<file path="src/rtl/core_sequencer_pkg.sv">
// Shared definitions for the RV32I multi-cycle sequencer: state encodings
// and the major opcode values the control path decodes.
package core_sequencer_pkg;

  // Encoding is visible on the STATE debug port, so values are fixed.
  typedef enum logic [2:0] {
    SeqIdle   = 3'd0,
    SeqFetch  = 3'd1,
    SeqDecode = 3'd2,
    SeqExec   = 3'd3,
    SeqMem    = 3'd4,
    SeqWb     = 3'd5,
    SeqTrap   = 3'd6
  } seq_state_e;

  localparam logic [6:0] OpcodeLui     = 7'b0110111;
  localparam logic [6:0] OpcodeAuipc   = 7'b0010111;
  localparam logic [6:0] OpcodeJal     = 7'b1101111;
  localparam logic [6:0] OpcodeJalr    = 7'b1100111;
  localparam logic [6:0] OpcodeBranch  = 7'b1100011;
  localparam logic [6:0] OpcodeLoad    = 7'b0000011;
  localparam logic [6:0] OpcodeStore   = 7'b0100011;
  localparam logic [6:0] OpcodeOpImm   = 7'b0010011;
  localparam logic [6:0] OpcodeOp      = 7'b0110011;
  localparam logic [6:0] OpcodeMiscMem = 7'b0001111;
  localparam logic [6:0] OpcodeSystem  = 7'b1110011;

  // True for the major opcodes of the base RV32I set.
  function automatic logic is_rv32i(input logic [6:0] op);
    logic legal;
    legal = 1'b0;
    case (op)
      OpcodeLui, OpcodeAuipc, OpcodeJal, OpcodeJalr, OpcodeBranch, OpcodeLoad,
      OpcodeStore, OpcodeOpImm, OpcodeOp, OpcodeMiscMem, OpcodeSystem: legal = 1'b1;
      default: legal = 1'b0;
    endcase
    return legal;
  endfunction

  // Only loads and stores visit the MEM phase.
  function automatic logic is_mem_op(input logic [6:0] op);
    return (op == OpcodeLoad) || (op == OpcodeStore);
  endfunction

endpackage

</file>
<file path="src/rtl/core_sequencer.sv">
// Multi-cycle control FSM: IDLE -> FETCH -> DECODE -> EXEC -> [MEM] -> WB,
// issuing one-state stage enables and counting retired instructions.
// Optional feature macro: CORE_SEQ_TRAP_EN (illegal opcodes halt in TRAP).
module core_sequencer
  import core_sequencer_pkg::*;
(
  input  logic        CLK,
  input  logic        NRST,
  input  logic        ENABLE,
  input  logic [6:0]  OPCODE,
  input  logic        IMEM_ACK,
  input  logic        DMEM_ACK,
  output logic        IMEM_REQ,
  output logic        DMEM_REQ,
  output logic        C_FETCH,
  output logic        C_DECODE,
  output logic        C_EXEC,
  output logic        C_MEM,
  output logic        C_WB,
  output logic        PC_UPDATE,
  output logic        TRAP,
  output logic [31:0] INSTRET,
  output logic [2:0]  STATE
);

  seq_state_e  state_q, state_d;
  logic [31:0] instret_q;
  logic        instret_inc;

  // State register; reset parks the sequencer in IDLE immediately.
  always_ff @(posedge CLK or negedge NRST) begin
    if (!NRST) begin
      state_q <= SeqIdle;
    end else begin
      state_q <= state_d;
    end
  end

  // Retired-instruction counter, bumped once per WB; wraps naturally.
  always_ff @(posedge CLK or negedge NRST) begin
    if (!NRST) begin
      instret_q <= '0;
    end else if (instret_inc) begin
      instret_q <= instret_q + 32'd1;
    end
  end

  // Next-state and stage strobes; FETCH/MEM strobes are Mealy on the ACKs.
  always_comb begin
    state_d     = state_q;
    IMEM_REQ    = 1'b0;
    DMEM_REQ    = 1'b0;
    C_FETCH     = 1'b0;
    C_DECODE    = 1'b0;
    C_EXEC      = 1'b0;
    C_MEM       = 1'b0;
    C_WB        = 1'b0;
    PC_UPDATE   = 1'b0;
    instret_inc = 1'b0;
    unique case (state_q)
      SeqIdle: begin
        if (ENABLE) state_d = SeqFetch;
      end
      SeqFetch: begin
        IMEM_REQ = 1'b1;
        C_FETCH  = IMEM_ACK;
        if (IMEM_ACK) state_d = SeqDecode;
      end
      SeqDecode: begin
        C_DECODE = 1'b1;
        state_d  = SeqExec;
      end
      SeqExec: begin
        C_EXEC = 1'b1;
        if (is_mem_op(OPCODE)) state_d = SeqMem;
        else                   state_d = SeqWb;
`ifdef CORE_SEQ_TRAP_EN
        if (!is_rv32i(OPCODE)) state_d = SeqTrap;
`endif
      end
      SeqMem: begin
        DMEM_REQ = 1'b1;
        C_MEM    = DMEM_ACK;
        if (DMEM_ACK) state_d = SeqWb;
      end
      SeqWb: begin
        C_WB        = 1'b1;
        PC_UPDATE   = 1'b1;
        instret_inc = 1'b1;
        state_d     = ENABLE ? SeqFetch : SeqIdle;
      end
      // Sticky until reset; ENABLE deliberately ignored.
      SeqTrap: state_d = SeqTrap;
      default: state_d = SeqIdle;
    endcase
  end

`ifdef CORE_SEQ_TRAP_EN
  assign TRAP = (state_q == SeqTrap);
`else
  assign TRAP = 1'b0;
`endif

  assign INSTRET = instret_q;
  assign STATE   = state_q;

endmodule

</file>
<file path="config.mk">
export PLATFORM = sky130hd
export DESIGN_NAME = core_sequencer
export DESIGN_NICKNAME = d
export VERILOG_FILES = /design/src/rtl/core_sequencer_pkg.sv /design/src/rtl/core_sequencer.sv
export SDC_FILE = /design/constraint.sdc
export NUM_CORES = 1
export LEC_CHECK = 0
export CAP_MARGIN = 20
export CORE_MARGIN = 2
export CORE_UTILIZATION = 30
export DETAILED_ROUTE_END_ITERATION = 10
export GPL_ROUTABILITY_DRIVEN = 0
export GPL_TIMING_DRIVEN = 1
export PLACE_DENSITY = 0.69
export SYNTH_ARGS = -nofsm -noshare
export SYNTH_HDL_FRONTEND = slang
export SYNTH_SLANG_ARGS = --single-unit
</file>
<file path="constraint.sdc">
create_clock -name CLK -period 1.3 [get_ports CLK]
set_input_delay 0.26 -clock CLK [delete_from_list [all_inputs] [get_ports CLK]]
set_output_delay 0.26 -clock CLK [all_outputs]
set_load 0.01 [all_outputs]
</file>
* Yosys cells after proc, flatten, opt, wreduce, memory -nomap -nowiden
Index checks and enable logic that the tools add are counted.
Widths: inputs -> output; s select.
** Word-level totals
- Register bits after elaboration :: 35
- Bits in latches :: 0
- RAM bits :: 0
- Memory bits (read-only) :: 0
- Bits of input ports :: 12
- Output and inout bits :: 44
- Logic and storage cells :: 30
- Memories kept :: 0
** Operators by class
- $add $sub $neg :: 1
- Multiply operators :: 0
- Divide/modulo/power cells :: 0
- $lt $le $gt $ge :: 0
- Equal/unequal tests :: 11
- Shifts and indexed selects :: 0
- Mux-type cells :: 13
- Bitwise operators :: 0
- Reduce and logical (&&, ||, !) cells :: 3
** Operators with widths (count)
- $add 32x1->32 const B :: 1
- $pmux 3 s7 :: 1
- $eq 3x3->1 const B :: 3
- $mux 1 :: 9
- $mux 3 :: 3
- $eq 7x2->1 const B :: 1
- $eq 7x6->1 const B :: 1
- $eq 3x2->1 const B :: 2
- $ne 2x2->1 const B :: 3
- $eq 3x1->1 const B :: 1
- $logic_not 3->1 :: 1
- $reduce_and 3->1 :: 1
- $logic_or 1x1->1 :: 1

* Logic depth before layout (Yosys ltp)
- Depth in word-level cells :: 4
- Mapped depth :: 6
- Mapped depth without buffers :: 5

* Worst setup path before layout
Ideal clock, no wire load.
- Kind :: reg2reg
- Start :: register instret_q[0], in the netlist INSTRET[0]
- End :: register instret_q[18], in the netlist INSTRET[18]
- Setup time :: 0.126 ns
- Data arrival time :: 1.431 ns
- Required time :: 1.174 ns
- Setup slack :: -0.258 ns
- Stages on the path, launching flop included :: 7
- Path buffers :: 1
- Period minus slack after synthesis :: 1.558 ns
- Cells stage by stage :: dfrtp_1 -> ha_1 -> nand4b_1 -> nor3_1 -> buf_4 -> nand4_1 -> xnor2_1
** Between the ends
- Word-level cells in the longest chain between the ends :: 1
** Ends and longest elaborated chain
- from (decl) :: RTL line core_sequencer.sv:27 : logic [31:0] instret_q;
- from (signal assigned) :: RTL line core_sequencer.sv:44 : instret_q <= instret_q + 32'd1;
- $add 32x1->32 :: RTL line core_sequencer.sv:44
Every way passes these cells.
A chain may end at the register's enable or synchronous reset.

* Worst setup path after layout
- Start :: register state_q[1], in the netlist STATE[1]
- End :: output C_FETCH
** Between the ends
- Word-level cells in the longest chain between the ends :: 2
** Ends and longest elaborated chain
- from (decl) :: RTL line core_sequencer.sv:26 : seq_state_e state_q, state_d;
- from (signal assigned) :: RTL line core_sequencer.sv:33 : state_q <= SeqIdle;
- from (signal assigned) :: RTL line core_sequencer.sv:35 : state_q <= state_d;
- $eq 3x1->1 :: RTL line core_sequencer.sv:60 : unique case (state_q)
- $mux 1 :: RTL line core_sequencer.sv:60
- to (decl) :: RTL line core_sequencer.sv:15 : output logic C_FETCH,
Every way passes these cells.

==> metrics.md <==
| Metric | Value |
|---|---|
| Status | `finished, violations left` |
| Failing checks | `negative setup slack` |
| PD cells | `1320 nW/µm²` |
| Final instance area | `3050 µm²` |
| Port Buffers | `53` |
| Die Width | `~80 µm` |
| CTS buffer count | `5` |
| Chip Height | `80.1 µm` |
| First-pass GRT wire length | `7210 µm` |
| Clock latency on the worst-skew pair | `0.28 ns` |
| Worst path required time | `1.04 ns` |
| Core Rows | `27` |
| GRT Util Overall | `14.2%` |
| Max clock buf depth | `2` |
| CP Launch Type | `flop` |
| Synth Area per Inst | `11.3 µm²` |
| Total Die Area | `6410 µm²` |
| Vias | `around 1600` |
| Sequential area share after synthesis | `approximately 50%` |
| Worst Setup SP | `STATE[1]$_DFFE_PN0P_` |
| Setup_tns | `-6.36 ns` |
| Final #Nets | `287` |
| RR Startpoint | `STATE[1]$_DFFE_PN0P_` |
| Drt pass-1 iters | `4` |
| Initial Util | `31.3%` |
| Most frequent cells in the layout | `buf_4 (54), dfrtp_1 (29), xnor2_1 (24)` |
| Clock sink count | `35` |
| Crit path max fanout | `4` |
| Yosys top cell by area | `dfrtp_1` |
| Commonest non-fill, non-tap cell in the layout | `buf_4` |
| Area overhead of the layout relative to synthesis | `75.8%` |
| Number of global-route vias before repair | `1599` |
| Setup crit end kind | `output port` |
| Final wirelength | `4400 µm` |
| Max Freq | `about 0.64 GHz` |
| Placed Instances | `314` |
| Iter 0 DRT Violations | `51` |
| Post-synthesis register bit count | `35` |
| CP Class | `reg2out` |
| Hold Crit Class | `in2async` |
| Period minus WS final | `around 1.6 ns` |
| Top cells by area, synth | `dfrtp_1 (50%), xnor2_1 (14%), nand4_1 (5.8%), and4_1 (3.0%), nand2_1 (2.8%)` |
| Grt ovf | `0` |
| Final period utilization | `120%` |
| Critical Path AT | `1.30 ns` |
| Core ar. | `5540 µm²` |
| PnR Total Power | `4.02 mW` |
| Pin count of the biggest net entering global routing | `36` |
| Root Buffer | `clkbuf_8` |
| Final routed DRC violation total | `0` |
| Synth Warn # | `0` |
| Clock-pin slew on the worst setup and hold paths | `approximately 0.070 ns` |
| Number of max-cap violations | `0` |
| Setup Skew | `0.00365 ns` |
| Number of H-tree levels | `2` |
| Antenna Nets Post-Route | `0` |
| Synth Cell Area | `1740 µm²` |
| Yosys cell types | `31` |
| PnR worst setup slack | `-0.259 ns` |
| Dpl cell area | `2710 µm²` |
| Via density | `4.57` |
| Hpwl dp | `approximately 2800 µm` |
| Dpl ws | `-0.343 ns` |
| Share of the synthesized area in the top cell type | `50.5%` |
| Unrepaired setup endpoints after global routing | `yes` |
| Wire length per cell | `12.7 µm` |
| Mapped Cells | `153` |
| Share of layout cells above drive strength 1 | `49.5%` |
| TritonCTS clock tree | `yes` |
| # diodes | `0` |
| Fin. Hold Viols | `0` |
| IO Pins | `56` |
| Lkg Pwr | `1.64 nW` |
| Final setup violation count | `39` |
| Worst IR Drop VDD | `about 0.001 V` |
| Antenna violations before repair | `0` |
| Syn nets | `166` |
| Post-route insts no fill | `roughly 350` |
| Max-slew violation count | `0` |
[worst paths after layout]
check / end / slack [ns] / depth (start not counted)
max: C_FETCH / -0.26 / 5
min: INSTRET[22]$_DFFE_PN0N_ / 0.35 / 2
max reg2reg: INSTRET[29]$_DFFE_PN0N_ / -0.24 / 7
min reg2reg: INSTRET[23]$_DFFE_PN0N_ / 0.48 / 1
max in group asynchronous: INSTRET[5]$_DFFE_PN0N_ / 0.75 / 2
min in group CLK: INSTRET[23]$_DFFE_PN0N_ / 0.48 / 1
[flip-flops by register name, indices dropped and copies added, names as in the netlist]
register  count
STATE         3
INSTRET      32
[final cells by class]
type	count	area [µm²]
multi-input combinational	105	893
sequential	35	883
inverter	3	13.8
timing repair buffer	124	1070
fill	499	2490
tap	72	90.1
clock buffer	8	100
[cells in the mapped netlist]
cell / number
a21o_1: 1
nor4_4: 1
xor2_1: 4
buf_6: 1
nor2_1: 3
nand4b_1: 3
buf_8: 1
a22oi_1: 1
nand3_1: 5
nor3b_1: 1
ha_1: 1
and4_1: 6
and4_4: 1
nand3b_4: 1
nand4_1: 16
mux2_2: 2
nor4b_1: 1
buf_4: 6
nand2b_1: 1
and4b_1: 1
nor2b_1: 1
o32ai_1: 1
inv_1: 3
xnor2_1: 27
buf_2: 2
nand2_1: 13
and2_1: 5
nor3_1: 3
conb_1: 1
dfrtp_1: 35
and3_1: 5
[report_power, final]
part           switching, mW  total (mW)  leakage, nW  internal (mW)
Combinational          0.733        1.83         1.11           1.10
Sequential             0.118        1.32        0.471           1.21
Clock                  0.384       0.868       0.0515          0.484
[critical path, cell delays in order, from the launching register on]
cell and delay (ns):
dfrtp_2 0.44, buf_12 0.14, nor3_4 0.19, nand2_1 0.09, inv_1 0.05, buf_2 0.11
[timing repair]
action	in CTS	in global routing
hold buffers	0	0
pin swaps	11	34
resized for setup	130	34
setup endpoints to repair	73	46
setup buffers	10	14
cloned	0	2
endpoints found under the hold margin	0	0
[cell families after synthesis]
family                     after synthesis  synth area share [%]
AOI/OAI and AO/OA                        3                  1.37
DFF                                     35                  50.5
other                                    1                 0.216
xor gates and xnor gates                31                  15.6
adders and majority gates                1                 0.721
and+or+nand+nor                         67                  24.9
muxes                                    2                  1.30
buffers and inverters                   13                  5.33
[per-stage QoR]
stage | utilization [%] | hold slack, ns
global placement | 48.9 | 0.469
CTS | 51.4 | 0.355
finish | 55.1 | 0.347
floorplan | - | -0.0356
detailed placement | 48.9 | 0.468
global route | 55.1 | 0.356
[per-layer routing]
metal,track usage (%),up-vias,routed length [µm]
li1,-,772,-
met1,17.7,759,1860
met2,24.8,49,2250
met3,2.47,5,247
met4,4.58,0,42
met5,0,-,0
Note: power is estimated with default switching activity, not from simulation.
